--- config.mk ---
export PLATFORM = sky130hd
export DESIGN_NAME = cpu6_core_flat
export DESIGN_NICKNAME = d
export VERILOG_FILES = /design/src/rtl/cpu6_bus_if.sv /design/src/rtl/cpu6_core.sv /design/src/flat_wrapper.sv
export SDC_FILE = /design/constraint.sdc
export NUM_CORES = 1
export LEC_CHECK = 0
export CAP_MARGIN = 20
export CORE_MARGIN = 8
export CORE_UTILIZATION = 50
export CTS_BUF_LIST = sky130_fd_sc_hd__clkbuf_4 sky130_fd_sc_hd__clkbuf_8
export CTS_CLUSTER_SIZE = 28
export DETAILED_ROUTE_END_ITERATION = 16
export PLACE_DENSITY = 0.7
export SLEW_MARGIN = 20
export SYNTH_ARGS = -nofsm -noshare
export SYNTH_HDL_FRONTEND = slang
export SYNTH_SLANG_ARGS = --single-unit
--- constraint.sdc ---
create_clock -name clock -period 3.7 [get_ports clock]
set_clock_uncertainty 0.1 [all_clocks]
set_input_delay 0.74 -clock clock [delete_from_list [all_inputs] [get_ports clock]]
set_output_delay 0.74 -clock clock [all_outputs]
set_load 0.005 [all_outputs]
--- src/rtl/cpu6_bus_if.sv ---
// Byte-wide memory bus between the cpu6 core and its synchronous RAM.
// Read data arrives one cycle after the address; writes land on the
// rising edge where write_en is high.
`timescale 1ns/1ps
interface cpu6_bus_if;
  logic [7:0]  data_in;
  logic        write_en;
  logic [15:0] address;
  logic [7:0]  data_out;

  modport master (input data_in, output write_en, output address, output data_out);
  modport slave  (output data_in, input write_en, input address, input data_out);
endinterface

--- src/rtl/cpu6_core.sv ---
// Simplified 8-bit CPU6-style core: multi-cycle fetch/decode/execute over a
// synchronous byte memory. All I/O is done with memory-mapped stores.
// For 16-bit operand instructions the second operand byte is consumed
// directly on the data bus in EXEC, so the combined operand is
// {opr_hi_q, data_in} there; this keeps JMP/LDX/STAL at 4 cycles and
// LDAL abs at 5.
`timescale 1ns/1ps
module cpu6_core #(
  parameter logic [15:0] RESET_PC = 16'h0000
) (
  input  logic       clock,
  input  logic       reset,
  cpu6_bus_if.master bus
);

  localparam logic [7:0] OP_HLT   = 8'h00;
  localparam logic [7:0] OP_NOP   = 8'h01;
  localparam logic [7:0] OP_BZ    = 8'h14;
  localparam logic [7:0] OP_BNZ   = 8'h15;
  localparam logic [7:0] OP_INAL  = 8'h28;
  localparam logic [7:0] OP_DCAL  = 8'h29;
  localparam logic [7:0] OP_LDX   = 8'h60;
  localparam logic [7:0] OP_JMP   = 8'h71;
  localparam logic [7:0] OP_LDALI = 8'h80;
  localparam logic [7:0] OP_LDALA = 8'h81;
  localparam logic [7:0] OP_LDALX = 8'h86;
  localparam logic [7:0] OP_STAL  = 8'hA1;

  typedef enum logic [2:0] {
    S_FETCH,
    S_DECODE,
    S_OP1,
    S_EXEC,
    S_MEMRD,
    S_HALT
  } state_t;

  state_t      state_q, state_d;
  logic [15:0] pc_q, pc_d;
  logic [7:0]  al_q, al_d;
  logic [15:0] x_q, x_d;
  logic        z_q, z_d;
  logic        n_q, n_d;
  logic [7:0]  ir_q, ir_d;
  logic [7:0]  opr_hi_q, opr_hi_d;

  logic               al_wr;
  logic signed [15:0] rel_s;
  logic [15:0]        operand;
  logic [15:0]        mem_addr;
  logic               mem_we;
  logic [7:0]         mem_wdata;

  // Architectural state; reset aborts any instruction in flight.
  always_ff @(posedge clock or posedge reset) begin
    if (reset) begin
      state_q  <= S_FETCH;
      pc_q     <= RESET_PC;
      al_q     <= 8'h00;
      x_q      <= 16'h0000;
      z_q      <= 1'b0;
      n_q      <= 1'b0;
      ir_q     <= 8'h00;
      opr_hi_q <= 8'h00;
    end else begin
      state_q  <= state_d;
      pc_q     <= pc_d;
      al_q     <= al_d;
      x_q      <= x_d;
      z_q      <= z_d;
      n_q      <= n_d;
      ir_q     <= ir_d;
      opr_hi_q <= opr_hi_d;
    end
  end

  // Next-state, register updates and bus drive for the current cycle.
  always_comb begin
    state_d   = state_q;
    pc_d      = pc_q;
    al_d      = al_q;
    x_d       = x_q;
    z_d       = z_q;
    n_d       = n_q;
    ir_d      = ir_q;
    opr_hi_d  = opr_hi_q;
    al_wr     = 1'b0;
    rel_s     = {{8{bus.data_in[7]}}, bus.data_in};
    operand   = {opr_hi_q, bus.data_in};
    mem_addr  = pc_q;
    mem_we    = 1'b0;
    mem_wdata = 8'h00;

    case (state_q)
      S_FETCH: begin
        mem_addr = pc_q;
        pc_d     = pc_q + 16'd1;
        state_d  = S_DECODE;
      end

      S_DECODE: begin
        ir_d = bus.data_in;
        case (bus.data_in)
          OP_HLT:  state_d = S_HALT;
          OP_NOP:  state_d = S_FETCH;
          OP_INAL: begin
            al_d    = al_q + 8'd1;
            al_wr   = 1'b1;
            state_d = S_FETCH;
          end
          OP_DCAL: begin
            al_d    = al_q - 8'd1;
            al_wr   = 1'b1;
            state_d = S_FETCH;
          end
          OP_LDALX: begin
            mem_addr = x_q;
            x_d      = x_q + 16'd1;
            state_d  = S_MEMRD;
          end
          OP_BZ, OP_BNZ, OP_LDX, OP_JMP, OP_LDALI, OP_LDALA, OP_STAL: begin
            mem_addr = pc_q;
            pc_d     = pc_q + 16'd1;
            state_d  = S_OP1;
          end
          default: state_d = S_FETCH;
        endcase
      end

      S_OP1: begin
        opr_hi_d = bus.data_in;
        case (ir_q)
          OP_BZ: begin
            if (z_q) pc_d = pc_q + $unsigned(rel_s);
            state_d = S_FETCH;
          end
          OP_BNZ: begin
            if (!z_q) pc_d = pc_q + $unsigned(rel_s);
            state_d = S_FETCH;
          end
          OP_LDALI: begin
            al_d    = bus.data_in;
            al_wr   = 1'b1;
            state_d = S_FETCH;
          end
          default: begin
            mem_addr = pc_q;
            pc_d     = pc_q + 16'd1;
            state_d  = S_EXEC;
          end
        endcase
      end

      S_EXEC: begin
        state_d = S_FETCH;
        case (ir_q)
          OP_LDX: x_d = operand;
          OP_JMP: pc_d = operand;
          OP_LDALA: begin
            mem_addr = operand;
            state_d  = S_MEMRD;
          end
          OP_STAL: begin
            mem_addr  = operand;
            mem_we    = 1'b1;
            mem_wdata = al_q;
          end
          default: state_d = S_FETCH;
        endcase
      end

      S_MEMRD: begin
        al_d    = bus.data_in;
        al_wr   = 1'b1;
        state_d = S_FETCH;
      end

      S_HALT: state_d = S_HALT;

      default: state_d = S_FETCH;
    endcase

    if (al_wr) begin
      z_d = (al_d == 8'h00);
      n_d = al_d[7];
    end
  end

  assign bus.address  = mem_addr;
  assign bus.write_en = mem_we;
  assign bus.data_out = mem_wdata;

endmodule

--- src/flat_wrapper.sv ---
// flat-port wrapper written by rule: the top's interface ports become plain ports
module cpu6_core_flat 
#(
  parameter logic [15:0] RESET_PC = 16'h0000
)
  (clock, reset, bus_data_in, bus_write_en, bus_address, bus_data_out);
  cpu6_bus_if bus_i ();
  input  logic clock;
  input  logic reset;
  input wire logic [$bits(bus_i.data_in)-1:0] bus_data_in;
  output wire logic [$bits(bus_i.write_en)-1:0] bus_write_en;
  output wire logic [$bits(bus_i.address)-1:0] bus_address;
  output wire logic [$bits(bus_i.data_out)-1:0] bus_data_out;
  assign bus_i.data_in = bus_data_in;
  assign bus_write_en = bus_i.write_en;
  assign bus_address = bus_i.address;
  assign bus_data_out = bus_i.data_out;
  cpu6_core #(.RESET_PC(RESET_PC)) u_core (.clock(clock), .reset(reset), .bus(bus_i));
endmodule
==> results.md <==
* Status: complete, no violations
* Hold Buf Count CTS at 0
* Hold Vio Cnt, Final at 0
* Critical path's slowest cell: or4_1
* Worst path max stage delay at about 0.53 ns
* Floorplan row count at 36
* Power Dens Cells at between 600 and 700 mW/mm^2
* Detailed Place HPWL at roughly 10000 um
* Clk pin slew, worst setup/hold paths at 0.07 ns
* First-pass GRT wire length at around 24000 um
* Ys async rst share at between 90% and 100%
* Synth Flop Type: dfrtp_1
* Arr. time, crit path at roughly 2.8 ns
* CTS Sinks at 60
* Syn. warnings at 0
* Root Driver: clkbuf_8
* Commonest non-fill, non-tap cells in the layout: nand2_1, dfrtp_1, a21oi_1
* DIE AREA at between 0.01 and 0.015 mm^2
* Total wire length at between 10000 and 15000 um
* Total power at 3.48 mW
* Slew HR at 50.7%
* Max Cap Viol at 0
* CP Cell Sequence: clkdlybuf4s50_1 > or4_1 > nor2_2 > and4_4 > and2_4 > buf_6 > a22oi_1 > nand2_1 > dlygate4sd2_1
* Hold_sp: u_core.ir_q[4]
* Vias per Instance at around 6.2
* Req. time, crit path at around 2.9 ns
* Post-synth EDFFs at 0
* Setup TNS at 0 ns
* Largest net degree at the start of global routing at 35
* Most common cell after layout, fill and taps aside: nand2_1
* Mapped Cells at between 600 and 700
* Initial antenna violation count at 0
* Count of final max-slew check failures at 0
* Final setup vio count at 0
* Netlist Area Pre-Place at 0.00488 mm^2
* Average instance area after synthesis at slightly below 8 um^2
* Sw Ratio at between 40 and 50%
* Final worst slack at between 0.08 and 0.09 ns
* Startpoint types: input pin
* GR Util All Layers at a little under a quarter
* CP startpoint: bus_data_in[3]
* Combinational Power Share at approximately 49%
* Crit path max fanout at 7
* Core area at 0.00964 mm^2
* RSZ-0062 raised after global routing: no
* Worst min path class: reg -> reg
* Reg power frac at between 30% and 40%
* Fin crit period at around 3.6 ns
* Initial Util at between 50% and 60%
* Gp weighted congestion at 0.914
* # H-tree levels at 3
* Fillers at 920
* DR WL/cell at 18.2 um
* Leakage at 2.50 nW
* Residual DRC count at 0
* Internal power at roughly 1.9 mW
* Grt ovf at 0
* Initial drt markers at about 450
* WS Path Type: in -> out
* Fin util at around 59%
* Synth unique cells at 73
* P_sw at roughly 1.5 mW
* Final worst-path cycle share at 97.8%
* Layout cell share with drive strength beyond 1 at 13.9%
* Area grow syn2layout at 16.7%
* Nets at around 690
* Seq/Total Area, Yosys at a little under a third
* Pre-antenna DRT Iters at 6
* Clock buffer count from CTS at 9
* ANT nets after route at 0
* Clk pwr share at between 10% and 20%
* CTS max path bufs at 2
* RR Startpoint: u_core.state_q[0]
* Synthesized Nets at between 600 and 700
* N_diodes at 0
* Die Y at 115 um
* Synth Register Bits at 60
* Buffers added on ports at 34
* Vias post-DR at a little under 5000
* Critical Path Sink Type: output pin
* Vias in the first global route at between 4000 and 5000
* Place WS at -0.539 ns
* Worst vdd ir at 0.000310 V
* Worst-Margin Slew at roughly 0.74 ns
* Top-level I/O count at 35
* CTS tree: yes
* Fmax achieved at approximately 0.28 GHz
* Worst skew pair latency at 0.34 ns
* Chip Width at between 100 and 150 um
## critical path: cells and delay by family
kind	cells	cell delay, ns
AO/OA/AOI/OAI	1	0.08
buffers and inverters	3	0.78
AND/OR/NAND/NOR	5	1.17
## metal layers
layer	global-route usage [%]	part of all wire (%)	vias up
met2	34.0	45	203
met3	2.73	7.2	25
met1	32.4	45	2362
met4	9.28	2.2	0
li1	-	-	2368
met5	0	0	-
## logic make-up (layout without fill, tap and decap cells)
kind of cell,Yosys count,in the layout,synth area share (%)
fa+ha+maj,19,19,5.03
compound gates,192,192,25.5
flops,60,60,30.8
buf+inv,52,104,4.82
mux,13,13,2.95
simple gates,258,258,27.0
xor+xnor,22,22,3.95
## Yosys cell counts, types with 9 or more instances
| cell | number | share of area, % |
|---|---|---|
| nand2_1 | 101 | 7.8 |
| dfrtp_1 | 60 | 31 |
| a21oi_1 | 54 | 5.5 |
| nor2_1 | 47 | 3.6 |
| o21ai_0 | 33 | 3.4 |
| clkbuf_1 | 27 | 2.1 |
| a22oi_1 | 20 | 3.1 |
| nand3_1 | 20 | 2.1 |
| ha_1 | 18 | 4.6 |
| and3_1 | 17 | 2.2 |
| xnor2_1 | 16 | 2.9 |
| nor3_1 | 11 | 1.1 |
| a21o_1 | 10 | 1.5 |
| a31oi_1 | 10 | 1.3 |
| inv_1 | 10 | 0.77 |
| o22ai_1 | 10 | 1.3 |
| mux2_2 | 9 | 2.1 |
## worst paths after layout
check / cells after the start / slack [ns] / endpoint
max: 9 / 0.08 / bus_address[1]
min: 2 / 0.44 / u_core.ir_q[4]
max reg2reg: 8 / 0.81 / u_core.z_q
min reg2reg: 2 / 0.44 / u_core.ir_q[4]
max in group asynchronous: 3 / 2.07 / u_core.opr_hi_q[3]
min in group asynchronous: 2 / 0.74 / u_core.x_q[2]
## metrics by stage
| stage | hold WS [ns] | std cells | instance area, um^2 |
|---|---|---|---|
| 6_report | 0.442 | 801 | 5690 |
| 5_1_grt | 0.472 | 801 | 5690 |
| 4_1_cts | 0.442 | 801 | 5690 |
| 3_5_place_dp | 0.421 | 774 | 5440 |
| 3_3_place_gp | 0.416 | 774 | 5440 |
| 2_1_floorplan | 0.381 | 616 | 4880 |
## state kept, by name (all words and copies together), names as in the netlist
name / count
u_core.al_q: 8
u_core.ir_q: 8
u_core.state_q: 3
u_core.x_q: 16
u_core.opr_hi_q: 8
u_core.pc_q: 16
u_core.z_q: 1
## area by class of cell
| cell class | instances | area [um^2] | share of cell area, % |
|---|---|---|---|
| Clock buffer | 11 | 145 | 2.55 |
| Clock inverter | 3 | 15.0 | 0.264 |
| Inverter | 10 | 37.5 | 0.660 |
| Multi-Input combinational cell | 504 | 3160 | 55.6 |
| Sequential cell | 60 | 1500 | 26.4 |
| Tap cell | 133 | 166 | 2.92 |
| Timing Repair Buffer | 80 | 662 | 11.6 |
## power by group through the flow
stage	sequential (mW)	clock, mW	combinational (mW)
2_1_floorplan	1.08	0	1.32
3_3_place_gp	1.26	0	1.68
3_5_place_dp	1.26	0	1.73
4_1_cts	1.25	0.524	1.69
5_1_grt	1.30	0.549	1.89
6_report	1.27	0.520	1.69
## what timing repair did
item | in CTS | in global routing
resized for setup | 20 | 12
endpoints found under the setup margin | 16 | 16
buffers inserted | 13 | 0
pin swaps | 1 | 2
(Power assumes the default switching activity.)
